## src/rtl/index_decoder_pkg.sv

```systemverilog
// Shared parameters, mode encodings and radix-4 digit helpers for the index decoder.
package index_decoder_pkg;

    localparam int IDX_W  = 10;
    localparam int VEC_W  = 1024;
    localparam int STAGES = 5;

    typedef enum logic {
        MODE_ONEHOT = 1'b0,
        MODE_THERM  = 1'b1
    } mode_e;

    // A single set lane at position digit inside a 4-lane group.
    function automatic logic [3:0] onehot4(input logic [1:0] digit);
        return 4'b0001 << digit;
    endfunction

    // Lanes at or above position digit set inside a 4-lane group.
    function automatic logic [3:0] therm4(input logic [1:0] digit);
        return 4'b1111 << digit;
    endfunction

endpackage

```

## src/rtl/index_decoder_decode_stage.sv

```systemverilog
// One radix-4 expansion of the decode vector (IN_W -> 4*IN_W lanes) plus its pipeline register.
module decode_stage
    import index_decoder_pkg::*;
#(
    parameter int IN_W  = 1,
    parameter int SEL_W = 10
) (
    input  logic              clk,
    input  logic              reset,
    input  logic              src_valid,
    input  logic              src_mode,
    input  logic [SEL_W-1:0]  src_index,
    input  logic [IN_W-1:0]   src_vec,
    output logic              valid_r,
    output logic              mode_r,
    output logic [SEL_W-1:0]  index_r,
    output logic [4*IN_W-1:0] vec_r
);

    logic [1:0]        digit_s;
    logic [IN_W-1:0]   below_s;
    logic [4*IN_W-1:0] expand_s;

    // The top two remaining index bits pick the lane inside each group; lower bits
    // move up so the next stage always reads its digit from the MSB end.
    assign digit_s = src_index[SEL_W-1 -: 2];
    // In thermometer form the vector is set from the boundary group upward; the
    // boundary group is the only set group whose lower neighbour is clear.
    assign below_s = src_vec << 1;

    // Expand every coarse group into four finer lanes.
    always_comb begin
        expand_s = '0;
        for (int j = 0; j < IN_W; j++) begin
            if (src_mode == MODE_THERM) begin
                if (src_vec[j] && !below_s[j]) begin
                    expand_s[4*j +: 4] = therm4(digit_s);
                end else if (src_vec[j]) begin
                    expand_s[4*j +: 4] = 4'b1111;
                end else begin
                    expand_s[4*j +: 4] = 4'b0000;
                end
            end else begin
                if (src_vec[j]) begin
                    expand_s[4*j +: 4] = onehot4(digit_s);
                end else begin
                    expand_s[4*j +: 4] = 4'b0000;
                end
            end
        end
    end

    // Stage register; a bubble loads zeros so downstream data is clean when invalid.
    always_ff @(posedge clk or negedge reset) begin
        if (!reset) begin
            valid_r <= 1'b0;
            mode_r  <= 1'b0;
            index_r <= '0;
            vec_r   <= '0;
        end else if (src_valid) begin
            valid_r <= 1'b1;
            mode_r  <= src_mode;
            index_r <= {src_index[SEL_W-3:0], 2'b00};
            vec_r   <= expand_s;
        end else begin
            valid_r <= 1'b0;
            mode_r  <= 1'b0;
            index_r <= '0;
            vec_r   <= '0;
        end
    end

endmodule

```

## src/rtl/index_decoder.sv

```systemverilog
// Pipelined one-hot / thermometer index decoder built from STAGES radix-4 expansion stages.
module index_decoder #(
    parameter int IDX_W  = index_decoder_pkg::IDX_W,
    parameter int VEC_W  = index_decoder_pkg::VEC_W,
    parameter int STAGES = index_decoder_pkg::STAGES
) (
    input  logic              clk,
    input  logic              reset,
    input  logic              in_valid,
    input  logic              in_mode,
    input  logic [IDX_W-1:0]  index,
    output logic [STAGES-1:0] debug_valid_pipe,
    output logic [VEC_W-1:0]  result,
    output logic              out_valid
);

    logic unused_tail_s;

    for (genvar k = 0; k < STAGES; k++) begin : g_stage
        localparam int IN_W = 4**k;

        logic              src_valid_s;
        logic              src_mode_s;
        logic [IDX_W-1:0]  src_index_s;
        logic [IN_W-1:0]   src_vec_s;
        logic              valid_r;
        logic              mode_r;
        logic [IDX_W-1:0]  index_r;
        logic [4*IN_W-1:0] vec_r;

        // Stage 0 starts from a single set lane covering the whole output range.
        if (k == 0) begin : g_head
            assign src_valid_s = in_valid;
            assign src_mode_s  = in_mode;
            assign src_index_s = index;
            assign src_vec_s   = 1'b1;
        end else begin : g_body
            assign src_valid_s = g_stage[k-1].valid_r;
            assign src_mode_s  = g_stage[k-1].mode_r;
            assign src_index_s = g_stage[k-1].index_r;
            assign src_vec_s   = g_stage[k-1].vec_r;
        end

        decode_stage #(
            .IN_W  (IN_W),
            .SEL_W (IDX_W)
        ) u_stage (
            .clk       (clk),
            .reset     (reset),
            .src_valid (src_valid_s),
            .src_mode  (src_mode_s),
            .src_index (src_index_s),
            .src_vec   (src_vec_s),
            .valid_r   (valid_r),
            .mode_r    (mode_r),
            .index_r   (index_r),
            .vec_r     (vec_r)
        );

        assign debug_valid_pipe[k] = valid_r;
    end

    assign result    = g_stage[STAGES-1].vec_r;
    assign out_valid = g_stage[STAGES-1].valid_r;

    // The last stage's carried index and mode have no consumer.
    assign unused_tail_s = ^{g_stage[STAGES-1].mode_r, g_stage[STAGES-1].index_r};

endmodule

```

## config.mk

```make
export PLATFORM = sky130hd
export DESIGN_NAME = index_decoder
export DESIGN_NICKNAME = d
export VERILOG_FILES = /design/src/rtl/index_decoder_pkg.sv /design/src/rtl/index_decoder_decode_stage.sv /design/src/rtl/index_decoder.sv
export SDC_FILE = /design/constraint.sdc
export NUM_CORES = 2
export LEC_CHECK = 0
export BUFFER_PORTS_ARGS = -buffer_cell sky130_fd_sc_hd__buf_2
export CELL_PAD_IN_SITES_DETAIL_PLACEMENT = 0
export CELL_PAD_IN_SITES_GLOBAL_PLACEMENT = 1
export CORE_ASPECT_RATIO = 1.5
export CORE_UTILIZATION = 28
export DETAILED_ROUTE_END_ITERATION = 6
export PLACE_DENSITY = 0.55
export SKIP_CTS_REPAIR_TIMING = 1
export SYNTH_ARGS = -nofsm -noshare
export SYNTH_HDL_FRONTEND = slang
export SYNTH_SLANG_ARGS = --single-unit
export TNS_END_PERCENT = 30
```

## constraint.sdc

```tcl
create_clock -name clk -period 1.78 [get_ports clk]
set_input_delay 0.178 -clock clk [delete_from_list [all_inputs] [get_ports clk]]
set_output_delay 0.178 -clock clk [all_outputs]
set_load 0.03 [all_outputs]
```

* Word level (Yosys, flattened, before mapping)
Cells that the tools add are included.
Word-level totals: bits of input ports 14, output and inout bits 1030, logic and storage cells 2075, bits in registers 1413
Operators by class: shifts and indexed selects 10, reduce and logical (&&, ||, !) cells 672, mux-type cells 1375
Operators with widths (count):
- $mux W4 | 1358
- $mux W1024 | 1
- $logic_and A1 B1 Y1 | 336
- $logic_not A1 Y1 | 336
- $mux W256 | 1
- $mux W64 | 1
- $mux W10 | 4
- $shl A1 B2 Y4 const A | 5
- $shl A4 B2 Y4 const A | 5
- $mux W16 | 1
- $mux W1 | 9

* Depth between registers and ports, before layout
word-level depth 5, gate-level depth with buffers 6, gate-level depth less buffers 3

* Modules after synthesis
From an unflattened synthesis, not the netlist that was laid out.
Second synthesis, totals: cells, all modules 4186, area, all modules 48131.2 um2
By module, submodules not included:
- decode_stage (g_stage[4].u_stage) | cells each 3070, area each 35051.1 um2, times used 1
- decode_stage (g_stage[3].u_stage) | cells each 786, area each 9090.0 um2, times used 1
- decode_stage (g_stage[2].u_stage) | cells each 215, area each 2556.2 um2, times used 1
- decode_stage (g_stage[1].u_stage) | cells each 74, area each 904.6 um2, times used 1
- decode_stage (g_stage[0].u_stage) | cells each 35, area each 488.0 um2, times used 1
- index_decoder | cells each 6, area each 41.3 um2, times used 1

* Worst setup path before layout
OpenSTA, ideal clock, no wires.
path kind reg2reg, start point register g_stage[3].u_stage.index_r[9], end point register g_stage[4].u_stage.vec_r[824], cell stages (with the launch flop) 6, required time 1.702 ns, arrival 1.170 ns, library setup time 0.078 ns, slack 0.532 ns, period minus slack after synthesis 1.248 ns, path through dfrtp_1 > or2_1 > clkbuf_1 > buf_2 > buf_2 > a21oi_1
Between the ends: cells in the longest elaborated chain, start to end 4, elaborated cells on any way between the ends 6
Ends and longest elaborated chain:
- start, declared | RTL line index_decoder_decode_stage.sv:16 | output logic [SEL_W-1:0] index_r,
- start signal, assigned | RTL line index_decoder_decode_stage.sv:63 | index_r <= {src_index[SEL_W-3:0], 2'b00};
- $shl A4 B2 Y4 or $shl A1 B2 Y4 (tied branches) | RTL line index_decoder_pkg.sv:20, index_decoder_pkg.sv:15
- $mux W4 (on tied branches) | RTL line index_decoder_decode_stage.sv:36, index_decoder_decode_stage.sv:44
- $mux W4 * | RTL line index_decoder_decode_stage.sv:35 | if (src_mode == MODE_THERM) begin
- $mux W1024 * | RTL line index_decoder_decode_stage.sv:60 | end else if (src_valid) begin
- end signal, assigned | RTL line index_decoder_decode_stage.sv:64 | vec_r <= expand_s;
- end, declared | RTL line index_decoder_decode_stage.sv:17 | output logic [4*IN_W-1:0] vec_r
Every way passes the cells marked *; elsewhere a longest branch is shown, timed or not.

* Final worst setup path
start point register g_stage[1].u_stage.valid_r, end point output debug_valid_pipe[1]
RTL lines:
- start, declared | RTL line index_decoder_decode_stage.sv:14 | output logic valid_r,
- start signal, assigned | RTL line index_decoder_decode_stage.sv:56 | valid_r <= 1'b0;
- start signal, assigned | RTL line index_decoder_decode_stage.sv:61 | valid_r <= 1'b1;
- start signal, assigned | RTL line index_decoder_decode_stage.sv:66 | valid_r <= 1'b0;
- end, declared | RTL line index_decoder.sv:12 | output logic [STAGES-1:0] debug_valid_pipe,
No word-level cell between the ends.

==> results.json <==
{
  "gr-total-overflow": 0,
  "critPathArrivalTime_ps": 1680,
  "die_h_um": 504,
  "rsz0062_at_grt": "yes",
  "reg2reg_depth": 4,
  "vias": 35900,
  "path_buf_inv": 2,
  "r2r_end": "g_stage[4].u_stage.vec_r[548]$_DFF_PN0_",
  "place_hpwl_mm": 139,
  "max_slew_margin": 0.536,
  "grt_pass1_wl_mm": 273,
  "io_buffers": 1043,
  "regToRegSetupSlack_ps": 50,
  "tritoncts": "done",
  "coreArea_mm2": 0.167,
  "postLayoutCoreUtil": 0.372,
  "netlist_top_cells_count": "dfrtp_1, a21oi_1, nand2_1",
  "fillers": 16700,
  "globalplace.congestion": 0.834,
  "max-vdd-ir-drop_mv": 0.759,
  "clk_pin_slew_ps": 60,
  "drt_iter0_drc": 2138,
  "antenna_found_initial": 10,
  "grt_max_degree": 83,
  "power_uw": 64200,
  "drt-pass1-iter-count": 7,
  "crit_required_ps": 1600,
  "ys_types": 20,
  "syn-instance-count": 4125,
  "critical_path_class": "flip-flop to output port",
  "io_pins": 1044,
  "grt_pass1_vias": 38300,
  "syn2layout_area_growth_pct": 32.1,
  "dp_slack_ps": -257,
  "synth_flop_cell": "dfrtp_1",
  "ys_seq_area_frac": 0.740,
  "synth_largest_area_cell": "dfrtp_1",
  "yosysWarnings": 0,
  "max_freq_ghz": 0.539,
  "start_util": 0.282,
  "cts_inserted_buffers": 140,
  "synth_area_mm2": 0.0471,
  "die_area_mm2": 0.170,
  "drc": 2,
  "rows": 184,
  "vias_per_cell": 4.68,
  "crit_chain": "buf_12 -> buf_2",
  "synth-edff-count": 0,
  "max_stage_delay_ps": 520,
  "drv_slew": 0,
  "p_leak_uw": 0.0313,
  "power_density_mw_per_mm2": 1030,
  "clk_latency_ps": 770,
  "stdcell_count": 7675,
  "final.setup_skew_ps": 26.2,
  "die_w_um": 337,
  "crit_path_top_delay_cell": "dfrtp_4",
  "violations": "DRC, setup timing",
  "grt_usage": 0.222,
  "routedWlPerCell_um": 24.9,
  "setup_slack_ps": -75.5,
  "end_kind": "output port",
  "layout_min_cycle_time_ps": 1860,
  "placed_cell_area_mm2": 0.0572,
  "syn-num-nets": 4139,
  "async_flop_share": 1.00,
  "layout-drive-gt1-share": 0.292,
  "synth_seq_cells": 1393,
  "drtAntennaViolNets": 0,
  "critPathLaunchType": "flip-flop",
  "synth.avg_cell_area_um2": 11.4,
  "yosysMostFrequentCell": "dfrtp_1",
  "cts_buffer_depth": 3,
  "wirelength_mm": 191,
  "clkSinkCount": 1393,
  "tightestPinTransition_ps": 696,
  "hold_viol_final": 0,
  "h-tree-depth": 4,
  "cts_root_buffer": "clkbuf_16",
  "path_delay_family": "flip-flops",
  "status": "finished with violations",
  "final_area_mm2": 0.0623,
  "nets": 5345,
  "path_depth": 2,
  "finalCritPeriodShare": 1.04,
  "crit_path_max_fanout": 14,
  "r2r-start": "g_stage[3].u_stage.index_r[9]$_DFF_PN0_",
  "ys_top_cells_by_area": "dfrtp_1, a21oi_1, nand2_1",
  "synthDominantCellAreaShare": 0.740,
  "hold_class": "input port to asynchronous set/reset pin",
  "max_cap_viol_count": 0,
  "place_inst": 7385,
  "finalSetupViolCount": 1
}
[layout make-up]
type                            count  area, um2  area share
Inverter                            4       25.0    0.000402
Sequential cell                  1393      34900       0.560
Tap cell                         2232       2790      0.0449
Multi-Input combinational cell   2427      11000       0.177
Timing Repair Buffer             1365       8890       0.143
Antenna cell                        7       17.5    0.000281
Clock inverter                     41        479     0.00770
Clock buffer                      206       4170      0.0669
[sequential cells by signal (all words and copies together), names as in the netlist]
signal / count
g_stage.u_stage.index_r: 20
g_stage.u_stage.mode_r: 4
g_stage.u_stage.valid_r: 5
g_stage.u_stage.vec_r: 1364
[metal layers]
layer | global-route usage | wire (um) | up-vias | share of wire
li1 | - | - | 16100 | -
met1 | 0.265 | 75600 | 18300 | 0.40
met2 | 0.388 | 97900 | 1292 | 0.51
met3 | 0.0485 | 11700 | 266 | 0.061
met4 | 0.0810 | 6150 | 4 | 0.032
met5 | 0 | 25 | - | 0.00013
[cell families (layout without fill, tap and decap cells)]
group / count (synthesis) / in the layout / share of synthesized area
flops: 1393 / 1393 / 0.740
other cells: 0 / 7 / 0
simple gates: 1069 / 1069 / 0.0869
buf+inv: 305 / 1616 / 0.0289
compound gates: 1358 / 1358 / 0.145
[power by group]
group          total, uW  switching [uW]  internal [uW]
combinational       2260            1610            644
clock              30100           12800          17300
sequential         31800            72.9          31700
[stage by stage]
step	TNS [ps]	hold slack, ps
2_1_floorplan	0	-118
3_3_place_gp	-286	187
3_5_place_dp	-257	194
4_1_cts	-1660	-672
5_1_grt	-249	26.4
6_report	-75.5	17.2
[worst max path at each step]
stage	startpoint	to	slack (ps)
after detailed placement	g_stage[3].u_stage.index_r[9]$_DFF_PN0_	g_stage[4].u_stage.vec_r[582]$_DFF_PN0_	-260
after global placement	g_stage[3].u_stage.index_r[9]$_DFF_PN0_	g_stage[4].u_stage.vec_r[582]$_DFF_PN0_	-290
final	g_stage[1].u_stage.valid_r$_DFF_PN0_	debug_valid_pipe[1]	-80
after floorplan	g_stage[3].u_stage.index_r[9]$_DFF_PN0_	g_stage[4].u_stage.vec_r[824]$_DFF_PN0_	530
after CTS	g_stage[1].u_stage.valid_r$_DFF_PN0_	debug_valid_pipe[1]	-430
after global routing	g_stage[1].u_stage.valid_r$_DFF_PN0_	debug_valid_pipe[1]	-140
[placed cells by master, fill, tap and decap left out, types with 5 or more instances in the layout]
cell type      netlist  routed
dfrtp_4              0       5
clkbuf_1           147      28
nand2_1            683     683
buf_12               0      89
dfrtp_1           1393    1382
clkbuf_8             0      35
dlygate4sd3_1        0      21
and2_1              24      24
dfrtp_2              0       6
o21ai_0            337     336
clkbuf_16            0     146
buf_4               25     209
bufinv_16            0       7
diode_2              0       7
buf_2               99    1040
a21oi_1           1016    1013
clkinv_2             0      17
nor2_1             352     352
No activity file was read; power rests on OpenSTA's default activity.
